[src/rtl/riscv_sig_dump.sv]
// Signature-dump controller: waits for a tohost write or timeout, then
// streams a 64-bit memory window out as 32-bit beats, low half first.
module riscv_sig_dump #(
  parameter int          MEM_AW      = 16,
  parameter int          SIG_BASE    = 1024,
  parameter int          SIG_WORDS   = 18,
  parameter logic [31:0] TOHOST_ADDR = 32'h0000_1000,
  parameter int          TIMEOUT     = 20000
) (
  input  logic              clk,
  input  logic              rst,
  input  logic              start,
  input  logic              mon_we,
  input  logic [31:0]       mon_addr,
  input  logic [31:0]       mon_wdata,
  output logic              mem_re,
  output logic [MEM_AW-1:0] mem_raddr,
  input  logic [63:0]       mem_rdata,
  output logic              sig_valid,
  output logic [31:0]       sig_data,
  output logic              sig_last,
  input  logic              sig_ready,
  output logic              busy,
  output logic              done,
  output logic              pass,
  output logic              timeout,
  output logic [31:0]       tohost_val
);

  localparam int CW = $clog2(TIMEOUT + 1);
  localparam logic [CW-1:0] CNT_LAST = CW'(TIMEOUT - 1);
  localparam logic [MEM_AW-1:0] IDX_LAST = MEM_AW'(SIG_WORDS - 1);
  localparam logic [MEM_AW-1:0] BASE = MEM_AW'(SIG_BASE);

  typedef enum logic [2:0] {
    IDLE, RUN, RD, CAP, LO, HI, DONE
  } state_t;

  state_t state, state_nx;

  logic [CW-1:0]     cnt;
  logic [MEM_AW-1:0] idx;
  logic [63:0]       buffer;
  logic [31:0]       tohost_q;
  logic              timeout_q;

  logic trig;
  logic expire;
  logic is_last;

  assign trig = (state == RUN) && mon_we
             && (mon_addr == TOHOST_ADDR)
             && (mon_wdata != 32'd0);
  assign expire = (state == RUN) && (cnt == CNT_LAST);
  assign is_last = (idx == IDX_LAST);

  always_comb begin
    state_nx = state;
    case (state)
      IDLE, DONE: if (start) state_nx = RUN;
      RUN:        if (trig || expire) state_nx = RD;
      RD:         state_nx = CAP;
      CAP:        state_nx = LO;
      LO:         if (sig_ready) state_nx = HI;
      HI: begin
        if (sig_ready) state_nx = is_last ? DONE : RD;
      end
      default:    state_nx = IDLE;
    endcase
  end

  always_ff @(posedge clk) begin
    if (rst) begin
      state     <= IDLE;
      cnt       <= '0;
      idx       <= '0;
      buffer    <= '0;
      tohost_q  <= '0;
      timeout_q <= 1'b0;
    end else begin
      state <= state_nx;
      case (state)
        IDLE, DONE: begin
          if (start) begin
            cnt       <= '0;
            idx       <= '0;
            tohost_q  <= '0;
            timeout_q <= 1'b0;
          end
        end
        RUN: begin
          cnt <= cnt + 1'b1;
          // Trigger outranks a coincident timeout
          if (trig) begin
            tohost_q <= mon_wdata;
            idx      <= '0;
          end else if (expire) begin
            timeout_q <= 1'b1;
            idx       <= '0;
          end
        end
        CAP: buffer <= mem_rdata;
        HI: begin
          if (sig_ready && !is_last) idx <= idx + 1'b1;
        end
        default: ;
      endcase
    end
  end

  assign mem_re    = (state == RD);
  assign mem_raddr = mem_re ? BASE + idx : '0;
  assign sig_valid = (state == LO) || (state == HI);
  assign sig_data  = (state == LO) ? buffer[31:0]
                   : (state == HI) ? buffer[63:32]
                   : 32'd0;
  assign sig_last  = (state == HI) && is_last;

  assign busy       = (state != IDLE) && (state != DONE);
  assign done       = (state == DONE);
  assign pass       = done && (tohost_q == 32'd1);
  assign timeout    = timeout_q;
  assign tohost_val = tohost_q;

endmodule
[config.mk]
export PLATFORM = sky130hd
export DESIGN_NAME = riscv_sig_dump
export DESIGN_NICKNAME = d
export VERILOG_FILES = /design/src/rtl/riscv_sig_dump.sv
export SDC_FILE = /design/constraint.sdc
export NUM_CORES = 1
export LEC_CHECK = 0
export ABC_AREA = 1
export ABC_CLOCK_PERIOD_IN_PS = 4150
export BUFFER_PORTS_ARGS = -buffer_cell sky130_fd_sc_hd__buf_2
export CAP_MARGIN = 25
export CORE_UTILIZATION = 55
export DETAILED_ROUTE_END_ITERATION = 16
export PLACE_DENSITY_LB_ADDON = 0.15
export SLEW_MARGIN = 10
export SYNTH_ARGS = -nofsm -noshare
export SYNTH_HDL_FRONTEND = slang
export SYNTH_SLANG_ARGS = --single-unit
[constraint.sdc]
create_clock -name clk -period 4.15 [get_ports clk]
set_input_delay 0.2075 -clock clk [delete_from_list [all_inputs] [get_ports clk]]
set_output_delay 0.2075 -clock clk [all_outputs]
set_load 0.02 [all_outputs]
==> impl_results.md <==
- Run status: complete, no violations
- Int Power: 2.76 mW
- Via Count: 7162
- P_leak: 3.84 nW
- Critical path type: reg2out
- Synth warn: 0
- Max clock buf depth: 2
- Num ports: 220
- Count leader, synth: nor2_1
- Die Height: 110 microns
- Peak fanout along the critical path: 28
- Filler Cell Count: 970
- Tcrit/Tclk final: 72.7%
- Clock root cell: clkbuf_16
- Seq/Total Area, Yosys: 40.8%
- Crit Reg-Reg Startpoint: state[2]
- Setup crit start: state[2]
- Syn_area_per_cell: 6.97 sq um
- Min-Delay Path Depth: 3
- Total iterations of the first detailed-routing run: 6
- Final net count: 1276
- Sink Count: 131
- DIE AREA: 12100 sq um
- Hold EP: buffer[22]
- Hold_sp: mem_rdata[22]
- Commonest cells in the netlist: 222 x nor2_1, 131 x dfxtp_1, 98 x nand2_1
- Cell Area, Synth: 6420 sq um
- Row cnt: 39
- H-tree levels: 4
- Post-DR wirelength/cell: 14.6 microns
- Primary FF master, synth: dfxtp_1
- Max Freq: 331 MHz
- Initial Util: 56.3%
- Synth Register Bits: 131
- Post-synth EDFFs: 0
- Reg2Reg Setup Slack: 1.24 ns
- Largest net degree at the start of global routing: 77
- Vias in the first global route: 6158
- Worst reg-to-reg path cell count: 11
- I/O Buffers: 219
- Asr flop ratio synth: 0%
- First DRT Iteration DRCs: 652
- Final hold vios: 0
- Clk_lat worst skew: 0.43 ns
- GRT Util Overall: 31.6%
- Top area cells in the synthesized netlist: dfxtp_1 41%, nor2_1 13%, nand3_1 6.8%, o21ai_0 5.8%, nand2_1 5.7%
- Grt ovf: 0
- Detailed-route vias per instance: 5.54
- Register share of total power: 35.4%
- ANT cells: 0
- Worst R2R End: cnt[9]
- Cells after DPL: 1234
- Hold Path Class: in2reg
- Pwr dens: 514 nW/um^2
- Critical Path AT: 2.81 ns
- Drt drc: 0
- Initial antenna violation count: 0
- FF/Latch Area: 2620 sq um
- Syn_nets: 1060
- Post-synth cell types: 35
- Routed WL: 18900 microns
- Routability Congestion: 0.908
- Hold_ws: 0.00598 ns
- Worst Skew: 0.00705 ns
- Relative slew slack: 42.0%
- Clock share of power: 36.1%
- Footprint of the multi-input gates: 3320 sq um
- Area Overhead vs Synth: 31.0%
- WP data required: 3.94 ns
- RSZ-0062 raised after global routing: no
- Max_cap viols: 0
- Total negative slack: 0 ns
- Final setup violating endpoints: 0
- Inserted Clock Buffers: 17
- Cell accounting for the most synthesized area: dfxtp_1
- Design Power: 4.33 mW
- Net Sw Frac: 36.2%
- Worst Tran Pin Value: 0.870 ns
- NetSw: 1.57 mW
- Detail Route Antenna Nets: 0
- CP endpoint kind: output pin
- Logic pwr share: 28.5%
- Core area: 11400 sq um
- Dpl hpwl: 12300 microns
- Finished Layout Cells: 1293
- Peak supply drop: 0.376 mV
- First-pass GRT wire length: 29800 microns
- Share of cells above drive strength 1: 24.8%
- Clock transition at path regs: 0.06 ns
- Post-Syn Instances: 921
- Crit path launch type: register
- DIE WIDTH: 110 microns
- Yosys top cell area share: 40.8%
- Min Tclk post-route: 3.02 ns
- CTS tree: built
- Slew Viols, Final: 0
[registers in the layout, summed over array words and instances (netlist names)]
register,count
buffer,64
cnt,15
idx,16
state,3
timeout,1
tohost_val,32
[final cells by class]
type / count / area share [%]
Clock inverter: 10 / 1.77
Sequential cell: 131 / 31.2
Multi-Input combinational cell: 670 / 39.5
Clock buffer: 22 / 5.63
Tap cell: 143 / 2.13
Timing Repair Buffer: 255 / 17.0
Inverter: 62 / 2.78
[critical path, cell delays in order, from the launching register on]
cell and delay [ns]:
dfxtp_1 0.84, inv_2 0.17, nor2_2 0.54, buf_4 0.43, a32o_1 0.21, buf_2 0.17
[power by group through the flow]
stage          sequential (mW)  clock (mW)  combinational [mW]
6_report                  1.53        1.56                1.23
5_1_grt                   1.55        1.63                1.39
3_3_place_gp              1.55           0                1.17
2_1_floorplan             1.50           0               0.934
4_1_cts                   1.53        1.57                1.22
3_5_place_dp              1.55           0                1.18
[through the flow]
stage	worst slack, ns	utilization, %	instance area, sq um
floorplan	2.30	-	6420
detailed placement	1.31	65.9	7520
global placement	1.38	65.9	7520
finish	1.13	73.7	8420
CTS	1.16	73.7	8420
global route	0.943	73.7	8420
[metal layers]
layer  track usage (%)  share of wire, %  vias up
met5                 0                 0        -
li1                  -                 -     3543
met1              42.0                43     3296
met4              11.0               2.0        0
met3              8.52               8.6       29
met2              49.3                47      294
[cell usage in the layout, fill, tap and decap left out, drive strengths merged]
master       instances
o211ai               1
nand3               90
a21oi               61
or2                  4
nor4                 6
or4                  2
clkinvlp             2
nor3                17
and2                 3
bufinv               3
dfxtp              131
dlygate4sd3         27
o22ai                1
ha                   6
clkbuf              22
o221ai               1
nand2              104
o21ai               77
nand4               27
buf                228
a32o                32
nand3b               3
o21a                 1
inv                 61
nor2               227
clkinv               6
xor2                 5
a211oi               2
[timing repair]
action,in CTS,in global routing
setup buffers,0,0
gates resized for setup,0,0
endpoints found under the hold margin,27,0
hold buffers,27,0
[worst max-delay path by stage]
| stage | endpoint | slack [ns] |
|---|---|---|
| after floorplan | idx[13] | 2.30 |
| after global placement | cnt[9] | 1.38 |
| after detailed placement | cnt[9] | 1.31 |
| after CTS | sig_data[20] | 1.16 |
| after global routing | cnt[9] | 0.94 |
| final | sig_data[20] | 1.13 |
[kinds of logic after synthesis]
group                    synth area share [%]
buffers and inverters                    7.56
XOR/XNOR                                0.682
adder cells (fa/ha/maj)                  1.17
AND/OR/NAND/NOR                          33.3
AO/OA/AOI/OAI                            16.4
flip-flops                               40.8
Note: power is estimated with default switching activity, not from simulation.
